--- src/rtl/lpf_pkg.sv ---
// Shared definitions for the low-pass filter sequencer:
// FSM state encoding and default datapath sizing.
package lpf_pkg;

    localparam int unsigned LPF_WIDTH   = 32;
    localparam int unsigned LPF_LAT_DEF = 3;
    localparam int unsigned LPF_CNT_W   = 4;

    typedef enum logic [1:0] {
        ST_IDLE  = 2'd0,
        ST_START = 2'd1,
        ST_WAIT  = 2'd2,
        ST_OUT   = 2'd3
    } lpf_state_e;

endpackage

--- src/rtl/lpf_seq.sv ---
// Sequencer for the single-step low-pass filter: accepts samples,
// strobes the filter, waits its latency and returns y downstream.
module lpf_seq
    import lpf_pkg::*;
#(
    parameter int unsigned WIDTH   = LPF_WIDTH,
    parameter int unsigned LPF_LAT = LPF_LAT_DEF
) (
    input  logic             clk,
    input  logic             rst,
    input  logic [WIDTH-1:0] cfg_k,
    input  logic             init_en,
    input  logic [WIDTH-1:0] init_val,
    input  logic             s_valid,
    output logic             s_ready,
    input  logic [WIDTH-1:0] s_data,
    output logic             m_valid,
    input  logic             m_ready,
    output logic [WIDTH-1:0] m_data,
    output logic             lpf_sta,
    output logic [WIDTH-1:0] lpf_x,
    output logic [WIDTH-1:0] lpf_y_ex,
    output logic [WIDTH-1:0] lpf_k,
    input  logic [WIDTH-1:0] lpf_y,
    output logic             busy
);

    localparam logic [LPF_CNT_W-1:0] CNT_LOAD = LPF_CNT_W'(LPF_LAT - 1);

    lpf_state_e           state_q, state_d;
    logic [LPF_CNT_W-1:0] cnt_q, cnt_d;
    logic [WIDTH-1:0]     x_q, x_d;
    logic [WIDTH-1:0]     k_q, k_d;
    logic [WIDTH-1:0]     y_q, y_d;
    logic [WIDTH-1:0]     mdata_q, mdata_d;

    always_ff @(posedge clk or posedge rst) begin
        if (rst) begin
            state_q <= ST_IDLE;
            cnt_q   <= '0;
            x_q     <= '0;
            k_q     <= '0;
            y_q     <= '0;
            mdata_q <= '0;
        end else begin
            state_q <= state_d;
            cnt_q   <= cnt_d;
            x_q     <= x_d;
            k_q     <= k_d;
            y_q     <= y_d;
            mdata_q <= mdata_d;
        end
    end

    always_comb begin
        state_d = state_q;
        cnt_d   = cnt_q;
        x_d     = x_q;
        k_d     = k_q;
        y_d     = y_q;
        mdata_d = mdata_q;
        s_ready = 1'b0;
        m_valid = 1'b0;
        lpf_sta = 1'b0;
        busy    = 1'b1;
        unique case (state_q)
            ST_IDLE: begin
                s_ready = 1'b1;
                busy    = 1'b0;
                // A sample in the same cycle as init_en wins; init is dropped
                if (s_valid) begin
                    x_d     = s_data;
                    k_d     = cfg_k;
                    state_d = ST_START;
                end else if (init_en) begin
                    y_d = init_val;
                end
            end
            ST_START: begin
                lpf_sta = 1'b1;
                cnt_d   = CNT_LOAD;
                state_d = ST_WAIT;
            end
            ST_WAIT: begin
                if (cnt_q == '0) begin
                    y_d     = lpf_y;
                    mdata_d = lpf_y;
                    state_d = ST_OUT;
                end else begin
                    cnt_d = cnt_q - 1'b1;
                end
            end
            ST_OUT: begin
                m_valid = 1'b1;
                if (m_ready) begin
                    state_d = ST_IDLE;
                end
            end
            default: begin
                state_d = ST_IDLE;
            end
        endcase
    end

    assign lpf_x    = x_q;
    assign lpf_y_ex = y_q;
    assign lpf_k    = k_q;
    assign m_data   = mdata_q;

endmodule

--- config.mk ---
export PLATFORM = sky130hd
export DESIGN_NAME = lpf_seq
export DESIGN_NICKNAME = d
export VERILOG_FILES = /design/src/rtl/lpf_pkg.sv /design/src/rtl/lpf_seq.sv
export SDC_FILE = /design/constraint.sdc
export NUM_CORES = 1
export LEC_CHECK = 0
export BUFFER_PORTS_ARGS = -buffer_cell sky130_fd_sc_hd__buf_2
export CAP_MARGIN = 20
export CORE_AREA = 2 2 113 115
export CTS_CLUSTER_DIAMETER = 30
export DETAILED_ROUTE_END_ITERATION = 12
export DIE_AREA = 0 0 115 117
export PLACE_DENSITY_LB_ADDON = 0.05
export SLEW_MARGIN = 10
export SYNTH_ARGS = -nofsm -noshare
export SYNTH_HDL_FRONTEND = slang
export SYNTH_SLANG_ARGS = --single-unit
export TNS_END_PERCENT = 5
--- constraint.sdc ---
create_clock -name clk -period 5.2 [get_ports clk]
set_input_delay 1.3 -clock clk [delete_from_list [all_inputs] [get_ports clk]]
set_output_delay 1.3 -clock clk [all_outputs]
set_load 0.1 [all_outputs]
## After elaboration in Yosys (flattened, before gate mapping)

Cells that the tools add are included.
W data, S select, Z words.

- Bitwise gates (word level): 0
- Equality and inequality tests: 9
- $add $sub $neg: 1
- Magnitude comparators: 0
- Div/mod/pow operators: 0
- Shift-type cells: 0
- Reduce and logical (&&, ||, !) cells: 9
- Mux-type cells: 14
- Multiply operators: 0

Operator list:

| operator | count |
|---|---|
| $mux W32 | 3 |
| $pmux W32 S2 | 1 |
| $ne A2 B2 Y1 const B | 6 |
| $pmux W2 S4 | 1 |
| $pmux W4 S2 | 1 |
| $mux W2 | 3 |
| $reduce_and A2 Y1 | 3 |
| $eq A2 B2 Y1 const B | 2 |
| $logic_not A4 Y1 | 1 |
| $mux W1 | 4 |
| $mux W4 | 1 |
| $reduce_and A4 Y1 | 1 |
| $reduce_bool A2 Y1 | 2 |
| $sub A4 B1 Y4 const B | 1 |
| $reduce_and A3 Y1 | 1 |
| $eq A2 B1 Y1 const B | 1 |
| $logic_not A2 Y1 | 1 |

- Memory bits (writable): 0
- Latch bits: 0
- Memories kept: 0
- Output and inout port bits: 132
- Bits of input ports: 133
- Logic and storage cells: 39
- ROM bits: 0
- Register bits after elaboration: 134

## Logic depth before layout (Yosys ltp)

Gate-level depths: netlist of run 1.

- Depth after elaboration: 3
- Mapped depth: 8
- Mapped depth without buffers: 5

## Least setup slack after synthesis of run 1

OpenSTA, ideal clock, no wires.

- Kind: register to output
- From: register state_q[0]
- To: output port busy
- Data required time: 3900 ps
- Path buffers: 0
- Cell stages (with the launch flop): 4
- Data arrival time: 2066 ps
- Slack: 1834 ps
- Cell sequence: dfrtp_1 inv_1 ha_1 inv_1

- Cells in the longest elaborated chain, start to end: 2

Ends and longest elaborated chain:

| element | line | source |
|---|---|---|
| start, declared | lpf_seq.sv:30 | `lpf_state_e state_q, state_d;` |
| start signal, assigned | lpf_seq.sv:46 | `state_q <= state_d;` |
| $logic_not A2 Y1 | lpf_seq.sv:66 | `unique case (state_q)` |
| $mux W1 | lpf_seq.sv:66 |  |
| end, declared | lpf_seq.sv:25 | `output logic busy` |

No other way between the ends.

## Worst setup path in the final report of run 1

- From: register state_q[0]
- To: register mdata_q[28], in the netlist m_data[28]

- Cells in the longest elaborated chain, start to end: 2

Ends and longest elaborated chain:

| element | line | source |
|---|---|---|
| $eq A2 B2 Y1 | lpf_seq.sv:66 |  |
| $reduce_and A2 Y1 (no source line) | - |  |
| end signal, assigned | lpf_seq.sv:51 | `mdata_q <= mdata_d;` |
| end, declared | lpf_seq.sv:35 | `logic [WIDTH-1:0] mdata_q, mdata_d;` |

No other way between the ends.
A chain may end at the register's enable or synchronous reset.

==> metrics.yaml, run 1 <==
status:
  outcome: "finished, final reports clean"
sta:
  setup_tns_ns: 0
  fin_worst_skew_ns: 0.00399
  worstMarginPinSlew_ns: 1.10
  period_share_pct: 62.5
  slew_headroom_pct: 27.0
  final-hold-violation-count: 0
  finalSetupViolCount: 0
  fmax_mhz: 308
  layout_min_cycle_time_ns: 3.25
  final_max_slew_viol_count: 0
  setup_ws_ns: 1.95
  rsz0062_at_grt: "no"
clock_tree:
  htree_num_levels: 4
  ctsHoldBuffers: 0
  post_cts_resized: 0
  path_clk_slew_ns: 0.05
  cts_buffers: 17
  cts_tree: "yes"
  cts_setup_buffers: 0
  cts-root-buf: "clkbuf_16"
  clockBufferDepth: 2
  cts.sinks: 134
  clk-insertion-delay-late_ns: 0.41
final_layout:
  fin_area_um2: 7590
  fillers: 1023
  nets: 761
  area_growth_pct: 36.9
  drive_gt1_share_pct: 72.1
drt:
  drtAntennaViolNets: 0
  dr.pass1.iters: 4
  drc_errors: 0
  wl_per_cell_um: 16.9
  vias_per_cell: 4.87
  routed_wl_mm: 13.3
  num_vias: 3830
  drt_iter0_drc: 86
synth:
  synth_area_leader_cell: "dfrtp_1"
  postSynth.asyncResetShare_pct: 100
  synth.mux.area_fraction_pct: 33.1
  synth_top_area_share_pct: 60.5
  ys_ff_latch: 134
  netlist_top_cells_count: "159 x mux2_2, 134 x dfrtp_1, 8 x clkbuf_1, 8 x inv_1, 6 x ha_1"
  syn-num-nets: 490
  synth_edf_count: 0
  synth-compound-area-share_pct: 1.04
  yosysMostFrequentCell: "mux2_2"
  synth.distinct_cells: 26
  syn_inst: 351
  synthFlopType: "dfrtp_1"
  synth-xor-area-share_pct: 0
  synth_fa_ha_area_share_pct: 1.36
  ys_seq_area_share_pct: 60.5
  synth.avg_cell_area_um2: 15.8
  synth_top_family_by_area: "multiplexers"
  syn_area_um2: 5540
  yosys.area_share.simple_pct: 1.76
  synthTopCellsByArea: "dfrtp_1 61%, mux2_2 32%, ha_1 1.4%"
  synth_warnings: 0
worst_setup_path:
  critPathSlowestCell: "ha_2"
  worst-path-stages: 6
  cp-start-kind: "flip-flop"
  r2r_slack_ns: 1.95
  crit_start: "state_q[0]$_DFFE_PP0P_"
  required_ns: 5.49
  worst_path_dominant_cell_family: "adder cells"
  path_common_cell: "inv_1"
  max_stage_delay_ns: 0.87
  crit_chain: "inv_1 -> ha_2 -> inv_1 -> nor3_4 -> buf_4 -> mux2_2"
  worst_r2r_endpoint: "m_data[28]$_DFFE_PP0P_"
  worstSetupEndpointType: "flip-flop"
  r2r-start: "state_q[0]$_DFFE_PP0P_"
  r2r_cells: 6
  cp-endpoint: "m_data[28]$_DFFE_PP0P_"
  cp_max_fo: 42
  cp.arrival_ns: 3.54
  cp_num_buf_inv: 3
  path_class: "reg2reg"
place:
  gp_congestion: 0.753
  placed_area_um2: 7000
  dp_slack_ns: 1.85
  hpwlAfterDp_mm: 9.83
  port_buffers: 264
floorplanning:
  ios: 265
  initial_utilization_pct: 45.0
  die_h_um: 117
  die_area_um2: 13500
  design.core.area_um2: 12300
  die_x_um: 115
  rows: 41
run:
  cap_violations: 0
global_routing:
  grt_pass1_wl_mm: 19.8
  track_usage_pct: 19.7
  grt_pass1_vias: 4013
  grt_max_degree: 86
  grt_antenna_before_repair: 1
  gr-total-overflow: 0
worst_hold_path:
  holdCritPathClass: "reg2reg"
-- cell usage in the layout, fill, tap and decap left out, drive strengths merged --
cell type,instances
a22oi,1
bufinv,2
nand2b,3
inv,8
o32a,1
a221oi,1
ha,6
nor2b,1
nand3,2
buf,269
nor3,2
mux2i,2
nor2,1
o21ai,1
diode,3
mux2,161
dfrtp,134
nand3b,1
o22ai,1
clkinv,2
a31oi,1
and3,1
clkbuf,27
nand2,5
or3b,1
-- worst reg2reg max path, stage by stage, from the launching register on --
cell,delay (ns)
dfrtp_1,0.41
inv_1,0.09
ha_2,0.87
inv_1,0.25
nor3_4,0.78
buf_4,0.38
mux2_2,0.36
-- state kept, by name (all words and copies together) (netlist names) --
| name | cells |
|---|---|
| state_q | 2 |
| m_data | 32 |
| lpf_k | 32 |
| lpf_x | 32 |
| lpf_y_ex | 32 |
| cnt_q | 4 |
-- stage by stage --
| stage | hold WS [ns] | cells | util [%] |
|---|---|---|---|
| final | 0.491 | 787 | 61.6 |
| after global routing | 0.505 | 784 | 61.6 |
| after CTS | 0.490 | 783 | 61.3 |
| after detailed placement | 0.478 | 752 | 56.8 |
| after global placement | 0.469 | 752 | 56.8 |
| after floorplan | 0.468 | 351 | - |
-- how the worst min path moves through the flow --
| stage | startpoint | endpoint | slack (ns) | cells after the start |
|---|---|---|---|---|
| 6_report | m_data[23]$_DFFE_PP0P_ | m_data[23]$_DFFE_PP0P_ | 0.49 | 1 |
| 3_5_place_dp | m_data[23]$_DFFE_PP0P_ | m_data[23]$_DFFE_PP0P_ | 0.48 | 1 |
| 4_1_cts | m_data[23]$_DFFE_PP0P_ | m_data[23]$_DFFE_PP0P_ | 0.49 | 1 |
| 2_1_floorplan | cnt_q[0]$_DFFE_PP0P_ | cnt_q[0]$_DFFE_PP0P_ | 0.47 | 1 |
| 5_1_grt | lpf_x[11]$_DFFE_PP0P_ | lpf_x[11]$_DFFE_PP0P_ | 0.50 | 1 |
| 3_3_place_gp | m_data[23]$_DFFE_PP0P_ | m_data[23]$_DFFE_PP0P_ | 0.47 | 1 |
-- per-layer routing --
layer	vias up	GRT usage (%)	part of all wire, %
li1	1787	-	-
met3	18	9.37	9.0
met2	148	35.5	53
met5	-	0	0
met4	0	7.79	1.6
met1	1877	19.8	37
-- layout make-up --
cell class,count,area [µm²],area share (%)
Tap cell,150,188,2.47
Clock inverter,4,70.1,0.923
Antenna cell,3,7.51,0.0989
Timing Repair Buffer,269,1380,18.2
Sequential cell,134,3350,44.2
Inverter,8,32.5,0.429
Multi-Input combinational cell,192,2070,27.3
Clock buffer,27,483,6.37
-- logic make-up after synthesis --
family                   count (synthesis)
multiplexers                           163
adder cells (fa/ha/maj)                  6
buffers and inverters                   25
flip-flops                             134
AND/OR/NAND/NOR                         17
AO/OA/AOI/OAI                            6
Power of run 1 is not shown: default switching activity piles up to over one toggle a cycle in this logic, so the estimate is an artifact.
==> run 2: changes to the inputs <==
CORE_AREA = 2 2 118 120   (was 2 2 113 115)
DIE_AREA = 0 0 120 122   (was 0 0 115 117)
clock period = 2.8 ns   (was 5.2 ns; I/O delays follow)
==> run 2 against run 1 <==
Sequential share of layout area decreased by 0.92 points. Register-to-register slack worse by 1.3 ns. Worst setup slack worse by 1.6 ns. Global-route usage is 1.5 points lower. Via count up 0.26%. Critical path depth fell by 3. Flip-flop and latch count did not move. Count of clock-buffer cells in the layout is 6 lower. Routed wire length is 1.8% lower. Die area rose by 8.8%. Core utilization is 4.2 points lower. First-iteration DRC count increased by 60%. Largest cell class unchanged.
==> metrics.yaml, run 2 (same netlist as run 1, synthesis figures left out) <==
status:
  outcome: "finished, final reports clean"  # unchanged
place:
  hpwlAfterDp_mm: 9.68  # was 9.83 mm
  dp_slack_ns: 0.689  # was 1.85 ns
  placed_area_um2: 7100  # was 7000 µm²
  gp_congestion: 0.792  # was 0.753
  port_buffers: 264  # unchanged
worst_setup_path:
  r2r_cells: 6  # unchanged
  path_class: "reg2out"  # was reg2reg
  crit_chain: "inv_1 -> ha_1 -> buf_2"  # was inv_1 -> ha_2 -> inv_1 -> nor3_4 -> buf_4 -> mux2_2
  worst_path_dominant_cell_family: "buffers and inverters"  # was adder cells
  worstSetupEndpointType: "output pin"  # was flip-flop
  r2r_slack_ns: 0.69  # was 1.95 ns
  r2r-start: "cnt_q[0]$_DFFE_PP0P_"  # was state_q[0]$_DFFE_PP0P_
  crit_start: "state_q[0]$_DFFE_PP0P_"  # unchanged
  cp_max_fo: 7  # was 42
  critPathSlowestCell: "buf_2"  # was ha_2
  worst_r2r_endpoint: "lpf_y_ex[29]$_DFFE_PP0P_"  # was m_data[28]$_DFFE_PP0P_
  required_ns: 2.10  # was 5.49 ns
  cp-start-kind: "flip-flop"  # unchanged
  max_stage_delay_ns: 0.48  # was 0.87 ns
  cp_num_buf_inv: 2  # was 3
  cp-endpoint: "s_ready"  # was m_data[28]$_DFFE_PP0P_
  worst-path-stages: 3  # was 6
  cp.arrival_ns: 1.71  # was 3.54 ns
clock_tree:
  cts_setup_buffers: 0  # unchanged
  clk-insertion-delay-late_ns: 0.41  # about the same
  post_cts_resized: 0  # unchanged
  ctsHoldBuffers: 0  # unchanged
  htree_num_levels: 4  # unchanged
  cts-root-buf: "clkbuf_16"  # unchanged
  cts.sinks: 134  # unchanged
  path_clk_slew_ns: 0.06  # was 0.05 ns
  cts_tree: "yes"  # unchanged
  cts_buffers: 17  # unchanged
  clockBufferDepth: 2  # unchanged
floorplanning:
  initial_utilization_pct: 41.0  # was 45.0%
  ios: 265  # unchanged
  die_h_um: 122  # was 117 µm
  die_area_um2: 14600  # was 13,500 µm²
  die_x_um: 120  # was 115 µm
  rows: 43  # was 41
  design.core.area_um2: 13500  # was 12,300 µm²
drt:
  dr.pass1.iters: 4  # unchanged
  drc_errors: 0  # unchanged
  routed_wl_mm: 13.1  # was 13.3 mm
  vias_per_cell: 4.69  # was 4.87
  wl_per_cell_um: 15.9  # was 16.9 µm
  drtAntennaViolNets: 0  # unchanged
  drt_iter0_drc: 138  # was 86
  num_vias: 3840  # was 3,830
final_layout:
  nets: 765  # was 761
  fillers: 1154  # was 1,023
  drive_gt1_share_pct: 73.4  # was 72.1%
  layout_common_cells: "264 x buf_2, 159 x mux2_2, 134 x dfrtp_1, 17 x clkbuf_16"  # was 264 x buf_2, 159 x mux2_2, 134 x dfrtp_1, 17 x clkbuf_16, 8 x clkbuf_1
  multiInputGateArea_um2: 2070  # unchanged
  final_common_cell: "buf_2"  # unchanged
  fin_area_um2: 7750  # was 7590 µm²
  area_growth_pct: 39.9  # was 36.9%
  seqCellArea_um2: 3350  # unchanged
global_routing:
  gr-total-overflow: 0  # unchanged
  grt_antenna_before_repair: 0  # was 1
  grt_pass1_wl_mm: 20.3  # was 19.8 mm
  grt_max_degree: 82  # was 86
  grt_pass1_vias: 4070  # was 4,013
  track_usage_pct: 18.3  # was 19.7%
sta:
  setup_tns_ns: 0  # unchanged
  rsz0062_at_grt: "no"  # unchanged
  final_max_slew_viol_count: 0  # unchanged
  layout_min_cycle_time_ns: 2.41
  worstMarginPinSlew_ns: 0.646  # was 1.10 ns
  slew_headroom_pct: 56.9  # was 27.0%
  setup_ws_ns: 0.391  # was 1.95 ns
  final-hold-violation-count: 0  # unchanged
  period_share_pct: 86.0
  finalSetupViolCount: 0  # unchanged
  fin_worst_skew_ns: 0.00511  # was 0.00399 ns
  fmax_mhz: 415
worst_hold_path:
  holdCritPathClass: "in2async"  # was reg2reg
run:
  cap_violations: 0  # unchanged
## run 2: worst reg2reg max path: stages (launching register included)
cell     delay (ns)
dfrtp_1        0.40
inv_1          0.09
ha_1           0.19
or3b_4         0.42
a22oi_4        0.20
buf_4          0.30
mux2_2         0.38
## run 2: worst min-delay path by stage
| stage | endpoint | cells after the start |
|---|---|---|
| 6_report | lpf_k[13]$_DFFE_PP0P_ | 2 |
| 5_1_grt | lpf_k[12]$_DFFE_PP0P_ | 2 |
| 4_1_cts | lpf_k[13]$_DFFE_PP0P_ | 2 |
| 3_5_place_dp | m_data[24]$_DFFE_PP0P_ | 1 |
| 3_3_place_gp | m_data[24]$_DFFE_PP0P_ | 1 |
| 2_1_floorplan | cnt_q[0]$_DFFE_PP0P_ | 1 |
## run 2: area by class of cell
| class | count | share of cell area [%] |
|---|---|---|
| antenna | 1 | 0.0323 |
| clock buffer | 21 | 6.07 |
| clock inverter | 10 | 2.26 |
| inverter | 8 | 0.436 |
| multi-input combinational | 192 | 26.8 |
| sequential | 134 | 43.3 |
| tap | 180 | 2.91 |
| timing repair buffer | 273 | 18.2 |
## run 2: through the flow
step / utilization [%] / instances / hold slack (ns)
global placement: 52.6 / 787 / 0.464
finish: 57.4 / 819 / 0.170
floorplan: - / 351 / 0.468
CTS: 57.4 / 818 / 0.150
detailed placement: 52.6 / 787 / 0.474
global route: 57.4 / 818 / 0.154
## run 2: per-layer routing
metal / vias to the layer above / part of all wire [%] / GRT usage, %
li1: 1793 / - / -
met1: 1876 / 38 / 19.8
met2: 149 / 50 / 31.0
met3: 22 / 9.4 / 7.87
met4: 0 / 2.5 / 8.46
met5: - / 0 / 0
Power of run 2 is left out for the same reason.
